$ cat src/rtl/serdes_pkg.sv
// Shared definitions for the serdes_gearbox family: per-bank state encoding
// and the index-width helper used to size word pointers.
package serdes_pkg;

  // Occupancy of one ping-pong frame bank.
  typedef enum logic {
    BANK_EMPTY = 1'b0,
    BANK_FULL  = 1'b1
  } bank_state_e;

  // Width of a word index into an n-sample frame (at least one bit).
  function automatic int idx_width(input int n);
    return (n > 1) ? $clog2(n) : 1;
  endfunction

endpackage

$ cat src/rtl/serdes_gearbox_bank.sv
// One frame buffer of the gearbox: a lane-wide write port at a word index and
// a lane-wide combinational read port. Contents are plain storage, never reset.
module serdes_gearbox_bank
  import serdes_pkg::*;
#(
  parameter  int BIT_WIDTH = 32,
  parameter  int N_SAMPLES = 8,
  parameter  int IN_LANES  = 1,
  parameter  int OUT_LANES = 2,
  localparam int IW        = idx_width(N_SAMPLES)
) (
  input  logic                           clk,
  input  logic                           wr_en,
  input  logic [IW-1:0]                  wr_idx,
  input  logic [IN_LANES*BIT_WIDTH-1:0]  wr_data,
  input  logic [IW-1:0]                  rd_idx,
  output logic [OUT_LANES*BIT_WIDTH-1:0] rd_data
);

  logic [BIT_WIDTH-1:0] mem [N_SAMPLES];

  // Store one input beat; lane l lands at word wr_idx+l.
  always_ff @(posedge clk) begin
    if (wr_en) begin
      for (int l = 0; l < IN_LANES; l++) begin
        mem[wr_idx + IW'(l)] <= wr_data[l*BIT_WIDTH +: BIT_WIDTH];
      end
    end
  end

  // Present OUT_LANES consecutive words starting at rd_idx, lane 0 in the LSBs.
  always_comb begin
    rd_data = '0;
    for (int l = 0; l < OUT_LANES; l++) begin
      rd_data[l*BIT_WIDTH +: BIT_WIDTH] = mem[rd_idx + IW'(l)];
    end
  end

endmodule

$ cat src/rtl/serdes_gearbox.sv
// Width-converting gearbox: IN_LANES samples per input beat are regrouped into
// N_SAMPLES frames held in two ping-pong banks and drained OUT_LANES per beat.
// Optional build macro SERDES_GEARBOX_FLUSH_EN adds recv_flush, which closes a
// partially filled frame early; unfilled slots then read back as zero.
module serdes_gearbox
  import serdes_pkg::*;
#(
  parameter int BIT_WIDTH = 32,
  parameter int N_SAMPLES = 8,
  parameter int IN_LANES  = 1,
  parameter int OUT_LANES = 2
) (
  input  logic                           clk,
  input  logic                           reset,
  input  logic [IN_LANES*BIT_WIDTH-1:0]  recv_msg,
  input  logic                           recv_val,
  output logic                           recv_rdy,
`ifdef SERDES_GEARBOX_FLUSH_EN
  input  logic                           recv_flush,
`endif
  output logic [OUT_LANES*BIT_WIDTH-1:0] send_msg,
  output logic                           send_val,
  input  logic                           send_rdy,
  output logic                           send_last
);

  localparam int            IW     = idx_width(N_SAMPLES);
  localparam logic [IW-1:0] W_STEP = IW'(IN_LANES);
  localparam logic [IW-1:0] R_STEP = IW'(OUT_LANES);
  localparam logic [IW-1:0] W_LAST = IW'(N_SAMPLES - IN_LANES);
  localparam logic [IW-1:0] R_LAST = IW'(N_SAMPLES - OUT_LANES);

  if ((N_SAMPLES % IN_LANES) != 0 || (N_SAMPLES % OUT_LANES) != 0) begin : g_bad_cfg
    $error("serdes_gearbox: N_SAMPLES must be a multiple of IN_LANES and OUT_LANES");
  end

  logic                           wbank;
  logic                           rbank;
  logic [IW-1:0]                  widx;
  logic [IW-1:0]                  ridx;
  bank_state_e                    bank_st [2];
  logic [1:0]                     full;
  logic                           in_fire;
  logic                           out_fire;
  logic                           wr_last;
  logic                           rd_last;
  logic                           bank_close;
  logic [OUT_LANES*BIT_WIDTH-1:0] rd_data [2];

  assign full[0]   = (bank_st[0] == BANK_FULL);
  assign full[1]   = (bank_st[1] == BANK_FULL);
  assign recv_rdy  = !full[wbank];
  assign send_val  = full[rbank];
  assign send_last = send_val && (ridx == R_LAST);
  assign in_fire   = recv_val && recv_rdy;
  assign out_fire  = send_val && send_rdy;
  assign wr_last   = in_fire && (widx == W_LAST);
  assign rd_last   = (ridx == R_LAST);

`ifdef SERDES_GEARBOX_FLUSH_EN
  localparam int CW = IW + 1;

  logic [CW-1:0] cnt [2];
  logic          flush_close;

  // A flush only closes a bank that is open for writing and holds at least
  // one sample, including a beat landing in the same cycle.
  assign flush_close = recv_flush && !full[wbank] && (in_fire || (widx != '0));
  assign bank_close  = wr_last || flush_close;

  // Track how many samples of each bank are valid; the value at close time
  // masks the unfilled tail of a flushed frame.
  always_ff @(posedge clk or posedge reset) begin
    if (reset) begin
      cnt[0] <= '0;
      cnt[1] <= '0;
    end else if (in_fire) begin
      cnt[wbank] <= CW'(widx) + CW'(IN_LANES);
    end
  end
`else
  assign bank_close = wr_last;
`endif

  // Write and read pointers plus bank occupancy; the write side closing one
  // bank and the read side freeing the other never touch the same entry.
  always_ff @(posedge clk or posedge reset) begin
    if (reset) begin
      wbank      <= 1'b0;
      rbank      <= 1'b0;
      widx       <= '0;
      ridx       <= '0;
      bank_st[0] <= BANK_EMPTY;
      bank_st[1] <= BANK_EMPTY;
    end else begin
      if (bank_close) begin
        bank_st[wbank] <= BANK_FULL;
        wbank          <= ~wbank;
        widx           <= '0;
      end else if (in_fire) begin
        widx <= widx + W_STEP;
      end
      if (out_fire) begin
        if (rd_last) begin
          bank_st[rbank] <= BANK_EMPTY;
          rbank          <= ~rbank;
          ridx           <= '0;
        end else begin
          ridx <= ridx + R_STEP;
        end
      end
    end
  end

  for (genvar b = 0; b < 2; b++) begin : g_bank
    serdes_gearbox_bank #(
      .BIT_WIDTH (BIT_WIDTH),
      .N_SAMPLES (N_SAMPLES),
      .IN_LANES  (IN_LANES),
      .OUT_LANES (OUT_LANES)
    ) u_bank (
      .clk     (clk),
      .wr_en   (in_fire && (wbank == 1'(b))),
      .wr_idx  (widx),
      .wr_data (recv_msg),
      .rd_idx  (ridx),
      .rd_data (rd_data[b])
    );
  end

  // Drive the output beat from the read bank; idle output is forced to zero.
  always_comb begin
    send_msg = '0;
    if (send_val) begin
      send_msg = rd_data[rbank];
`ifdef SERDES_GEARBOX_FLUSH_EN
      for (int l = 0; l < OUT_LANES; l++) begin
        if ((CW'(ridx) + CW'(l)) >= cnt[rbank]) begin
          send_msg[l*BIT_WIDTH +: BIT_WIDTH] = '0;
        end
      end
`endif
    end
  end

endmodule
$ cat config.mk
export PLATFORM = sky130hd
export DESIGN_NAME = serdes_gearbox
export DESIGN_NICKNAME = d
export VERILOG_FILES = /design/src/rtl/serdes_pkg.sv /design/src/rtl/serdes_gearbox_bank.sv /design/src/rtl/serdes_gearbox.sv
export SDC_FILE = /design/constraint.sdc
export NUM_CORES = 1
export LEC_CHECK = 0
export CORE_ASPECT_RATIO = 0.7
export CORE_MARGIN = 8
export CORE_UTILIZATION = 40
export DETAILED_ROUTE_END_ITERATION = 8
export DONT_BUFFER_PORTS = 1
export PLACE_DENSITY_LB_ADDON = 0.12
export SYNTH_ARGS = -nofsm -noshare
export SYNTH_HDL_FRONTEND = slang
export SYNTH_SLANG_ARGS = --single-unit
export TNS_END_PERCENT = 10
$ cat constraint.sdc
create_clock -name clk -period 4.48 [get_ports clk]
set_input_delay 0.448 -clock clk [delete_from_list [all_inputs] [get_ports clk]]
set_output_delay 0.448 -clock clk [all_outputs]
set_load 0.1 [all_outputs]
Word level (Yosys, flattened, before mapping)
Memories as Yosys holds them, arrays and structs flattened.
Index checks and enable logic that the tools add are counted.
{"block": "totals", "latch_bits": 0, "word_cells": 59, "ram_bits": 512, "reg_bits": 10, "rom_bits": 0, "mem_count": 2}
{"memory": "g_bank[0].u_bank.mem", "words": 8, "word_bits": 32, "read_ports": 2, "rd_clocked_by_memory_dff": 0, "wr": 1, "line": "serdes_gearbox_bank.sv:20", "source": "logic [BIT_WIDTH-1:0] mem [N_SAMPLES];"}
{"memory": "g_bank[1].u_bank.mem", "words": 8, "word_bits": 32, "read_ports": 2, "rd_clocked_by_memory_dff": 0, "wr": 1, "line": "serdes_gearbox_bank.sv:20"}
{"block": "classes", "addsub": 3, "div": 0, "n_mux": 22, "n_lt_le_gt_ge": 6, "shifts": 0, "multipliers": 0, "n_reduce_logical": 11, "bitwise": 7, "eq_ne": 2}
{"operator": "2-to-1 mux 64 bit", "n": 4}
{"operator": "2-to-1 mux 1 bit", "n": 10}
{"operator": "2-to-1 mux 3 bit", "n": 3}
{"operator": "logical AND 1 bit", "n": 8}
{"operator": "adder 3 x 1 -> 3 bit (second input constant)", "n": 2}
{"operator": "equality test 3 bit (second input constant)", "n": 2}
{"operator": "2-to-1 mux 2 bit", "n": 3}
{"operator": "greater-or-equal comparator 2 bit (second input constant)", "n": 2}
{"operator": "< comparator 1 x 2 -> 1 bit (second input constant)", "n": 2}
{"operator": "< comparator 2 x 1 -> 1 bit (second input constant)", "n": 2}
{"operator": "NOT 1 -> 2 bit", "n": 2}
{"operator": "adder 3 x 2 -> 3 bit (second input constant)", "n": 1}
{"operator": "AND 2 bit", "n": 1}
{"operator": "demux 1 bit (select 1 bit)", "n": 2}
{"operator": "NOT 1 bit", "n": 2}
{"operator": "NOT 2 bit", "n": 1}
{"operator": "OR 2 bit", "n": 1}
{"operator": "AND reduction 2 bit", "n": 1}
{"operator": "nonzero test 2 bit", "n": 1}
{"operator": "logical NOT 1 bit", "n": 1}

Longest topological paths before layout
{"block": "logic_depth", "ltp_word": 10, "ltp_mapped": 6}

Modules after synthesis
From an unflattened synthesis, not the netlist that was laid out.
{"block": "unflattened", "hier_cells": 1626, "hier_area_um2": 25672.1}
{"module": "serdes_gearbox_bank", "instances": 2, "cells_per_inst": 721, "seq_area_each_um2": 7687.4, "area_each_um2": 12102.9}
{"module": "serdes_gearbox", "instances": 1, "cells_per_inst": 184, "seq_area_each_um2": 225.2, "area_each_um2": 1466.4}

Least setup slack after synthesis
No wires, ideal clock.
{"block": "synth_path", "kind": "reg2out", "from": "register rbank", "to": "output send_msg[27]", "stages_incl_launch_ff": 7, "n_path_buf": 3, "setup_slack_ps": 532, "t_arrival_ps": 3500, "path_cell_list": "dfrtp_1 > buf_6 > mux2_4 > buf_6 > buf_2 > o21ai_0 > nor3_1"}
{"element": "start: declaration", "line": "serdes_gearbox.sv:38", "source": "logic rbank;"}
{"element": "start signal: assignment", "line": "serdes_gearbox.sv:106", "source": "rbank <= ~rbank;"}
{"element": "2-to-1 mux 1 bit (not written as such) (2 in series)", "line": "serdes_gearbox.sv:53", "source": "assign send_val = full[rbank];"}
{"element": "named net send_val", "line": "serdes_gearbox.sv:22", "source": "output logic send_val,"}
{"element": "2-to-1 mux 64 bit", "line": "serdes_gearbox.sv:134", "source": "if (send_val) begin"}
{"element": "end: declaration", "line": "serdes_gearbox.sv:21", "source": "output logic [OUT_LANES*BIT_WIDTH-1:0] send_msg,"}
The timed path passes the listed nets, and every way through them passes these cells. The select of a mux whose other input is x is not followed.

Final worst setup path
{"block": "layout_path", "from": "register rbank", "to": "output send_msg[39]"}
{"block": "layout_between", "elab_chain_len": 5}
{"element": "NOT 1 -> 2 bit (not written as such)", "line": "serdes_gearbox.sv:135", "source": "send_msg = rd_data[rbank];"}
{"element": "2-to-1 mux 64 bit (not written as such) (3 in series)", "line": "serdes_gearbox.sv:135"}
{"element": "2-to-1 mux 64 bit (*)", "line": "serdes_gearbox.sv:134"}
Mark *: on every way between the ends. The rest lies on a longest branch, timed or not. The select of a mux whose other input is x is not followed.

==> key figures <==
Yosys
  • Net Count, Synth: 1200
  • Post-synthesis sequential area ratio: 0.759
  • Post-synth design cell area: 20600 sq um
  • Cells after Synth: 1161
  • Synth top area share: 0.748
  • Top-count cell post-synth: edfxtp_1
  • Main combinational cell family by area after synthesis: multiplexers
  • Area contributors post-synth: edfxtp_1 (75%), mux2_1 (7.5%), mux2_2 (3.3%), a211oi_1 (2.3%), nor2b_1 (2.0%)
  • Post-synth ARST share: 0.0173
  • Synth Area in Compound Gates: 0.0595
  • Synth Warn #: 0
  • Adder-Cell Fraction of Synth Area: 0.00183
  • Yosys reg bits: 521
  • Post-Synth XOR/XNOR Area: 0.000852
  • Synth Area in Simple Gates: 0.0451
  • Post-synth EDFFs: 512
  • Synth top cells by count: edfxtp_1 (512), mux2_1 (137), nor2b_1 (65)
  • Yosys cell types: 32
  • Mux share of post-synthesis cell area: 0.109
  • Synth Flop Type: edfxtp_1
  • Mapped Avg Cell Area: around 18 sq um
  • Synth area leader: edfxtp_1

Clock tree
  • Clk_lat worst skew: 0.57 ns
  • Max clock buf depth: 3
  • Worst-path clk slew: 0.06 ns
  • Post-CTS setup buffer count: 0
  • Clock buffer count from CTS: 51
  • H-tree levels: 2
  • CTS tree: yes
  • Clk root buf: clkbuf_16
  • Num Clock Sinks: 521

Floorplanning
  • Die Y: ~210 um
  • Initial core utilization: 0.405
  • Die Width: 287 um
  • Row count: 69
  • Die ar.: 59000 sq um
  • Core area: 50800 sq um
  • I/O pin count: 103

Cells and area
  • # fillers: approximately 4200
  • Area growth, synth to finish: 23.4%
  • Share of layout cells above drive strength 1: 0.234
  • Post-layout util: 0.499
  • Nets@finish: between 1000 and 1500

STA
  • Final setup fails: 0
  • Final worst path period share: 0.809
  • Worst hold slack: between 0.06 and 0.07 ns
  • Skew final: approximately 0.015 ns
  • Max Clock Freq: 276 MHz
  • Final Hold Fails: 0
  • Tmin final: 3.62 ns
  • Max-slew violations: 0
  • RSZ-0062 raised after global routing: false
  • Setup TNS: 0 ns
  • Rel. slew slack: 0.210
  • Worst slew pin tran: 1.18 ns

Place
  • Gpl congestion: 0.709
  • Final HPWL DP: 27.7 mm
  • Buffers on Ports: 0

Run
  • Max Cap Viol: 0

Worst setup path
  • Crit Path Class: reg2out
  • Worst setup SP type: flop
  • CP max stage cell: nand2b_2
  • Crit Path Max Fanout: 29
  • CP Cell Sequence: nand2b_2, buf_4, o21ai_0, nor3_2, buf_16
  • Req. time, crit path: 4.03 ns
  • Crit path DAT: 3.18 ns
  • CP peak stage delay: 0.74 ns
  • Endpoint type of the worst setup path: primary output

Global routing
  • Global-route wire length before repair: roughly 74 mm
  • Initial antenna violation count: 1
  • Grt ovf: 0
  • Largest net degree at the start of global routing: between 80 and 90
  • Vias in the first global route: 10700
  • GRT Util Overall: 0.169

Outcome
  • Outcome: finished, final reports clean

Routing
  • Drt pass-1 iters: 5
  • # DRC: 0
  • Post-DR wirelength/cell: 25.2 um
  • Routed Antenna Nets: 0
  • Post-Route WL: about 50 mm
  • Vias: roughly 11000
  • Avg Vias per Cell: 5.34
  • Initial drt markers: 770

Hold path
  • Worst hold-check path type: in2reg
==> critical path: cells and delay by family, from the launching register on <==
family | cells | cell delay (ns)
flops | 1 | 0.58
compound gates | 1 | 0.16
buf+inv | 2 | 0.64
simple gates | 2 | 1.19
==> cells in the final DEF (no fill, tap or decap), types with 3 or more instances in the layout <==
| master | instances |
|---|---|
| buf_12 | 7 |
| ha_1 | 3 |
| nor2b_1 | 65 |
| a211oi_1 | 64 |
| clkinv_1 | 13 |
| buf_16 | 60 |
| nor3_4 | 4 |
| dfrtp_1 | 8 |
| nor2_1 | 3 |
| o22ai_1 | 64 |
| clkbuf_1 | 15 |
| nand2_1 | 4 |
| dlygate4sd3_1 | 34 |
| clkinv_2 | 4 |
| o21ai_1 | 21 |
| nor2_4 | 12 |
| bufinv_16 | 6 |
| edfxtp_1 | 512 |
| clkbuf_16 | 53 |
| buf_4 | 29 |
| o21ai_0 | 43 |
| nor3_2 | 64 |
| mux2_1 | 137 |
| mux2_2 | 60 |
| nand3_1 | 3 |
==> registers in the layout, indices dropped and copies added, names as in the netlist <==
signal             cells
wbank                  1
bank_st                2
g_bank.u_bank.mem    512
ridx                   2
widx                   3
rbank                  1
==> final timing paths <==
check | from | end | slack [ns] | cells past startpoint
hold reg to reg | widx[2] | widx[2] | 0.61 | 1
max in group asynchronous | reset | ridx[1] | 3.89 | 2
min in group asynchronous | reset | wbank | 0.29 | 2
setup / recovery | rbank | send_msg[39] | 0.86 | 5
setup reg to reg | rbank | bank_st[0] | 1.81 | 3
hold / removal | recv_val | wbank | 0.07 | 2
==> final cells by class <==
| class | instances | area (sq um) | share of cell area |
|---|---|---|---|
| flip-flops and latches | 521 | 15600 | 0.616 |
| multi-input cells | 565 | 4920 | 0.194 |
| repair buffers | 130 | 2350 | 0.0927 |
| clock buffers | 68 | 1380 | 0.0545 |
| well taps | 674 | 843 | 0.0333 |
| clock inverters | 23 | 249 | 0.00982 |
| inverters | 1 | 3.75 | 0.000148 |
| diodes | 1 | 2.50 | 0.0000987 |
==> per-layer routing <==
layer  wire [um]  global-route usage  vias to the layer above
met5           0                   0                        -
li1            -                   -                     4823
met4         653              0.0310                        0
met1       24100               0.244                     5519
met2       23300               0.270                      190
met3        1880              0.0275                       51
==> what timing repair did <==
action                    in CTS  in global routing
hold buffers                  34                  0
gates resized for setup        0                  0
hold endpoints to repair     522                  0
==> kinds of logic after synthesis <==
family,after synthesis
simple gates,166
compound gates,195
mux,199
buf+inv,75
fa+ha+maj,3
flops,521
xor+xnor,2
==> per-stage QoR <==
step,cell area [sq um],worst slack (ns),instances
2_1_floorplan,20600,0.532,1161
3_3_place_gp,23400,1.42,1857
3_5_place_dp,23400,1.45,1857
4_1_cts,25300,0.811,1982
5_1_grt,25400,0.674,1983
6_report,25400,0.856,1983
Power is not shown: default switching activity piles up to over one toggle a cycle in this logic, so the estimate is an artifact.
